### src/rtl/z16_ctrl_fsm.sv
// Z16 multi-cycle control sequencer: fetch/decode/exec/mem/writeback with
// memory handshakes, an acknowledge watchdog and a retired-instruction count.
module z16_ctrl_fsm #(
    parameter int unsigned ACK_TIMEOUT = 16,
    parameter int unsigned CNT_W       = 16
) (
    input  logic             i_clk,
    input  logic             i_rst,
    input  logic             i_run,
    input  logic [3:0]       i_opcode,
    input  logic             i_branch_taken,
    output logic             o_imem_req,
    input  logic             i_imem_ack,
    output logic             o_ir_we,
    output logic             o_dmem_req,
    output logic             o_dmem_we,
    input  logic             i_dmem_ack,
    output logic             o_rf_we,
    output logic             o_wb_sel,
    output logic             o_pc_we,
    output logic [1:0]       o_pc_sel,
    output logic             o_busy,
    output logic             o_halted,
    output logic             o_fault,
    output logic [2:0]       o_state,
    output logic [CNT_W-1:0] o_retired
);

    typedef enum logic [2:0] {
        S_IDLE   = 3'd0,
        S_FETCH  = 3'd1,
        S_DECODE = 3'd2,
        S_EXEC   = 3'd3,
        S_MEM    = 3'd4,
        S_WB     = 3'd5,
        S_HALT   = 3'd6,
        S_FAULT  = 3'd7
    } state_t;

    // Wait counter holds completed request cycles: 0 .. ACK_TIMEOUT-1.
    localparam int unsigned WD_W = (ACK_TIMEOUT > 2) ? $clog2(ACK_TIMEOUT) : 1;
    localparam logic [WD_W-1:0] WD_LAST = WD_W'((ACK_TIMEOUT == 0) ? 0 : ACK_TIMEOUT - 1);

    state_t            state, state_n;
    logic [WD_W-1:0]   wait_cnt;
    logic [CNT_W-1:0]  retired;
    logic              retire;
    logic              wd_hit;
    logic              ir_we, pc_we;
    logic [1:0]        pc_sel;

    logic op_addi, op_store, op_load, op_jump, op_branch, op_halt;
    assign op_addi   = (i_opcode == 4'hA);
    assign op_store  = (i_opcode == 4'hB);
    assign op_load   = (i_opcode == 4'hC);
    assign op_jump   = (i_opcode == 4'hD);
    assign op_branch = (i_opcode == 4'hE);
    assign op_halt   = (i_opcode == 4'hF);

    // Next state, retire strobe and the ack/opcode-qualified enables.
    always_comb begin
        state_n = state;
        retire  = 1'b0;
        ir_we   = 1'b0;
        pc_we   = 1'b0;
        pc_sel  = 2'd0;
        wd_hit  = (ACK_TIMEOUT != 0) && (wait_cnt == WD_LAST);
        case (state)
            S_IDLE:   if (i_run) state_n = S_FETCH;
            S_FETCH: begin
                if (i_imem_ack) begin
                    ir_we   = 1'b1;
                    state_n = S_DECODE;
                end else if (wd_hit) begin
                    state_n = S_FAULT;
                end
            end
            S_DECODE: begin
                if (op_halt) begin
                    retire  = 1'b1;
                    state_n = S_HALT;
                end else begin
                    state_n = S_EXEC;
                end
            end
            S_EXEC: begin
                if (op_jump) begin
                    pc_we   = 1'b1;
                    pc_sel  = 2'd2;
                    retire  = 1'b1;
                    state_n = S_FETCH;
                end else if (op_branch) begin
                    pc_we   = 1'b1;
                    pc_sel  = {1'b0, i_branch_taken};
                    retire  = 1'b1;
                    state_n = S_FETCH;
                end else if (op_load || op_store) begin
                    state_n = S_MEM;
                end else begin
                    state_n = S_WB;
                end
            end
            S_MEM: begin
                if (i_dmem_ack) begin
                    if (op_store) begin
                        pc_we   = 1'b1;
                        retire  = 1'b1;
                        state_n = S_FETCH;
                    end else begin
                        state_n = S_WB;
                    end
                end else if (wd_hit) begin
                    state_n = S_FAULT;
                end
            end
            S_WB: begin
                pc_we   = 1'b1;
                retire  = 1'b1;
                state_n = S_FETCH;
            end
            S_HALT:   state_n = S_HALT;
            S_FAULT:  state_n = S_FAULT;
            default:  state_n = S_IDLE;
        endcase
    end

    // State, counters and Moore outputs; the Moore outputs are registered
    // from the next state so they line up exactly with the state register.
    always_ff @(posedge i_clk) begin
        if (i_rst) begin
            state      <= S_IDLE;
            wait_cnt   <= '0;
            retired    <= '0;
            o_imem_req <= 1'b0;
            o_dmem_req <= 1'b0;
            o_dmem_we  <= 1'b0;
            o_rf_we    <= 1'b0;
            o_wb_sel   <= 1'b0;
            o_busy     <= 1'b0;
            o_halted   <= 1'b0;
            o_fault    <= 1'b0;
        end else begin
            state <= state_n;
            if (retire) retired <= retired + CNT_W'(1);
            if ((state == S_FETCH || state == S_MEM) && state_n == state)
                wait_cnt <= wait_cnt + WD_W'(1);
            else
                wait_cnt <= '0;
            o_imem_req <= (state_n == S_FETCH);
            o_dmem_req <= (state_n == S_MEM);
            o_dmem_we  <= (state_n == S_MEM) && op_store;
            o_rf_we    <= (state_n == S_WB);
            o_wb_sel   <= (state_n == S_WB) && op_load;
            o_busy     <= !(state_n == S_IDLE || state_n == S_HALT || state_n == S_FAULT);
            o_halted   <= (state_n == S_HALT);
            o_fault    <= (state_n == S_FAULT);
        end
    end

    assign o_ir_we   = ir_we;
    assign o_pc_we   = pc_we;
    assign o_pc_sel  = pc_sel;
    assign o_state   = state;
    assign o_retired = retired;

endmodule

### config.mk
export PLATFORM = sky130hd
export DESIGN_NAME = z16_ctrl_fsm
export DESIGN_NICKNAME = d
export VERILOG_FILES = /design/src/rtl/z16_ctrl_fsm.sv
export SDC_FILE = /design/constraint.sdc
export NUM_CORES = 1
export LEC_CHECK = 0
export CORE_MARGIN = 3
export CORE_UTILIZATION = 51
export DETAILED_ROUTE_END_ITERATION = 6
export HOLD_SLACK_MARGIN = 0.1
export PLACE_DENSITY = 0.86
export SETUP_SLACK_MARGIN = 0.3
export SKIP_CTS_REPAIR_TIMING = 1
export SLEW_MARGIN = 20
export SYNTH_ARGS = -nofsm -noshare
export SYNTH_HDL_FRONTEND = slang
export SYNTH_SLANG_ARGS = --single-unit
export TNS_END_PERCENT = 5
### constraint.sdc
create_clock -name i_clk -period 2.1 [get_ports i_clk]
set_input_delay 0.42 -clock i_clk [delete_from_list [all_inputs] [get_ports i_clk]]
set_output_delay 0.42 -clock i_clk [all_outputs]
set_load 0.1 [all_outputs]
After elaboration in Yosys (flattened, before gate mapping)

Cells that the tools add are included.

ROM bits: 0
Bits in latches: 0
RAM bits: 0
Register bits: 31
Memories kept: 0
Output and inout port bits: 31
Logic and storage cells: 66

Muxes and demuxes: 22
Equal/unequal tests: 19
Reductions and logical operators: 11
Bitwise logic cells: 1
Magnitude comparators: 0
Shift operators: 0
Div/mod/pow operators: 0
$add $sub $neg: 2
Multiply operators: 0

Operator list:

| cell                  | count |
|---|---|
| $eq 3x3->1 const B    | 8 |
| $eq 4x4->1 const B    | 6 |
| $mux 3                | 8 |
| $pmux 3 s8            | 1 |
| $add 16x1->16 const B | 1 |
| $mux 1                | 9 |
| $eq 3x1->1 const B    | 2 |
| $eq 3x2->1 const B    | 2 |
| $logic_not 3->1       | 2 |
| $add 4x1->4 const B   | 1 |
| $logic_or 1x1->1      | 4 |
| $mux 2                | 2 |
| $pmux 1 s4            | 1 |
| $eq 3x3->1            | 1 |
| $logic_and 1x1->1     | 3 |
| $pmux 1 s3            | 1 |
| $reduce_or 2->1       | 1 |
| $logic_not 1->1       | 1 |
| $not 1->1             | 1 |

Longest topological paths before layout

Word-level depth: 10
Gate-level depth with buffers: 7

Worst setup path before layout

No wires, ideal clock.

Path kind: register -> output
Start point: reg state[0] (netlist: o_state[0])
End point: out o_pc_sel[1]
Path slack: -2.080 ns
Path buffers: 2
Data arrival time: 3.760 ns
Stages on the path, launching flop included: 5
Cells stage by stage: dfxtp_1 > clkbuf_1 > buf_2 > nand2_1 > nor3b_1

Cells in the longest elaborated chain, start to end: 2

Ends and longest elaborated chain:

| item                   | RTL line | source |
|---|---|---|
| start, declared        | 44       | `state_t state, state_n;` |
| start signal, assigned | 143      | `state <= state_n;` |
| $eq 3x2->1             | 68       | `case (state)` |
| $mux 2                 | 68       |  |
| end, declared          | 21       | `output logic [1:0] o_pc_sel,` |

No other way between the ends.

Final worst setup path

Start point: in i_opcode[2]
End point: out o_pc_we

Cells in the longest elaborated chain, start to end: 4

Ends and longest elaborated chain:

| item                                 | RTL line | source |
|---|---|---|
| start, declared                      | 10       | `input logic [3:0] i_opcode,` |
| $eq 4x4->1, on equally long branches | 54, 57   |  |
| $mux 1, on equally long branches     | 105, 92  |  |
| $mux 1, on equally long branches     | 104, 87  |  |
| $pmux 1 s3 (*)                       | 68       |  |
| end, declared                        | 20       | `output logic o_pc_we,` |

Mark *: on every way between the ends. The rest lies on a longest branch, timed or not.

==> qor.yml <==
status:
  status: "finished, final reports clean"
power:
  p_int_uw: 1035
  p_leak_uw: 0.001120
  switching_share_pct: 35.01
  p_per_area_mw_per_mm2: 597.2
  power_frac_clock_pct: 30.3
  seqPwrFrac_pct: 40.5
  p_switching_uw: 557.8
  ir_drop_mv: 0.4243
  power_uw: 1593
  p_comb_share_pct: 29.2
clock_tree:
  cts.htree.levels: 2
  cts.sinks: 31
  tritoncts: "yes"
  cts_buffer_depth: 2
  cts_root_buffer: "clkbuf_8"
  numCtsBuffers: 5
  path_clk_slew_ps: 60
  clk_latency_ps: 280
critical_path:
  rr_startpoint: "o_state[0]"
  startpoint_type: "input pin"
  crit_top_cell: "buf_4"
  worstReg2RegEnd: "o_retired[15]"
  max_stage_delay_ps: 320
  worstSetupPathType: "in2out"
  cp-end-kind: "primary output"
  crit_chain: "clkbuf_2, buf_4, and4b_4, buf_4, a32o_2, buf_12"
  rr_worst_depth: 4
  cp_max_fo: 7
  critPathLaunch: "i_opcode[2]"
  slowest_stage: "and4b_4"
  r2r_slack_ps: 270
  worstPathArrival_ps: 1540
  cp-endpoint: "o_pc_we"
  critPathRequiredTime_ps: 1680
synthesis:
  synth-main-ff-cell: "dfxtp_1"
  synth_area_mm2: 0.001908
  syn_area_per_cell_um2: 9.263
  synth_edf_count: 0
  synthArstFlopShare_pct: 0
  postSynthRegisterBits: 31
  synth_top_area_share_pct: 32.52
  synthCells: 206
  ys_types: 54
  synth_most_common_cell: "dfxtp_1"
  seq_area_frac_synth_pct: 32.52
  synth_area_leaders: "dfxtp_1, mux2_1, nor2b_1"
  syn-num-nets: 218
  yosys-top-cells-count: "dfxtp_1, nor2_1, nor2b_1"
  yosys.area.top_type: "dfxtp_1"
  synth_warnings: 0
placement:
  io_buffers: 40
  dp_hpwl_um: 3315
  place.gp.congestion: 0.8124
timing:
  worst_pin_slew_ps: 595.6
  fin_crit_ps: 1959
  fmax_mhz: 510.6
  hold_viol_final: 0
  drv_slew: 0
  maxSlewHeadroom_pct: 60.30
  setup_violations: 0
  skew_ps: 6.429
  final.period_utilization_pct: 93.27
  rsz0062_at_grt: "true"
layout:
  final_core_util_pct: 76.91
  syn2layout_area_growth_pct: 39.80
  antennaDiodeCount: 0
  drive_above_1_share_pct: 40.96
  nNetsFinal: 282
run:
  maxCapViolCount: 0
routing:
  drt_first_pass_iters: 4
  viasPerCell: 5.628
  drtAntennaViolNets: 0
  routed_wl_um: 4644
  drc: 0
  dr.first_iter.drc_count: 81
  vias: 1784
  wl_per_cell_um: 14.65
floorplan:
  start_util_pct: 55.01
  fp.coreArea_mm2: 0.003468
  rows: 21
  dieArea_mm2: 0.004511
  fp.dieH_um: 67.17
  pin_count: 41
  die-width_um: 67.17
global_route:
  grt_max_degree: 32
  grt_overflow: 0
  grt_pass1_wl_um: 7486
  grt_usage_pct: 21.35
  antenna_found_initial: 0
  first_global_vias: 1685
min_path:
  hold_path.class: "in2reg"
[flip-flops by register name, summed over array words and instances, names as in the netlist]
register / count
o_wb_sel: 1
o_dmem_we: 1
o_busy: 1
o_fault: 1
o_halted: 1
o_imem_req: 1
o_state: 3
o_retired: 16
o_dmem_req: 1
wait_cnt: 4
o_rf_we: 1
[power groups by stage]
| stage | Combinational (uW) | Clock, uW | Sequential (uW) |
|---|---|---|---|
| floorplan | 200 | 0 | 782 |
| global placement | 427 | 0 | 660 |
| detailed placement | 434 | 0 | 661 |
| CTS | 436 | 488 | 648 |
| global route | 494 | 507 | 649 |
| finish | 466 | 482 | 646 |
[worst max-delay path: cells and delay by family]
kind,cells,cell delay (ps)
AO/OA/AOI/OAI,1,200
AND/OR/NAND/NOR,1,320
buffers and inverters,4,590
[cell families after synthesis]
| logic type | Yosys count | share of synthesized area [%] |
|---|---|---|
| XOR/XNOR | 3 | 1.771 |
| AO/OA/AOI/OAI | 43 | 20.72 |
| AND/OR/NAND/NOR | 97 | 30.49 |
| flip-flops | 31 | 32.52 |
| adder cells (fa/ha/maj) | 2 | 1.311 |
| multiplexers | 14 | 8.262 |
| buffers and inverters | 16 | 4.918 |
[cell usage in the layout, fill, tap and decap left out, types with 3 or more instances in the layout]
cell,Yosys,final
a21oi_1,11,11
a21oi_2,7,7
nor2b_1,19,18
clkdlybuf4s50_1,0,5
nand4_1,4,4
dfxtp_4,0,3
mux2_1,13,13
a2111oi_4,3,3
dfxtp_2,0,8
nand2_1,8,7
buf_6,4,4
nor3_1,5,4
nand2b_1,3,3
o21ai_0,3,3
clkbuf_2,0,3
dfxtp_1,31,20
nor3b_1,5,4
clkbuf_8,0,6
buf_4,0,53
buf_12,0,5
and4_1,4,4
nand3_1,11,11
a211oi_1,4,4
nor2_1,21,21
[metrics by stage]
| stage | instance area [um^2] | cells | TNS (ps) | hold WS (ps) | worst slack (ps) |
|---|---|---|---|---|---|
| detailed placement | 2470 | 300 | -11030 | 544.1 | -448.8 |
| finish | 2668 | 317 | 0 | 465.3 | 141.4 |
| CTS | 2561 | 308 | -3357 | 558.0 | -301.7 |
| global placement | 2470 | 300 | -9346 | 535.9 | -379.6 |
| global route | 2668 | 317 | 0 | 470.5 | 103.0 |
| floorplan | 1993 | 206 | -541.6 | 502.1 | -125.0 |
[layer usage]
metal | up-vias | wire [um] | GRT usage [%] | part of all wire [%]
li1 | 889 | - | - | -
met4 | 0 | 99 | 8.608 | 2.1
met3 | 13 | 214 | 4.659 | 4.6
met1 | 827 | 2113 | 28.51 | 45
met5 | - | 0 | 0 | 0
met2 | 55 | 2217 | 33.37 | 48
[how the worst min path moves through the flow]
stage | from | end | slack, ps | depth (start not counted)
floorplan | wait_cnt[0] | wait_cnt[0] | 500 | 2
global placement | wait_cnt[0] | wait_cnt[0] | 540 | 2
detailed placement | wait_cnt[0] | wait_cnt[0] | 540 | 2
CTS | wait_cnt[0] | wait_cnt[0] | 560 | 2
global route | i_opcode[2] | o_wb_sel | 470 | 3
finish | i_opcode[2] | o_wb_sel | 470 | 3
[final cells by class]
| type | count | area [um^2] |
|---|---|---|
| Tap cell | 46 | 57.56 |
| Fill cell | 247 | 800.8 |
| Sequential cell | 31 | 641.9 |
| Timing Repair Buffer | 71 | 620.6 |
| Clock buffer | 7 | 86.33 |
| Multi-Input combinational cell | 159 | 1246 |
| Inverter | 2 | 10.01 |
| Clock inverter | 1 | 5.005 |
(Power assumes the default switching activity.)
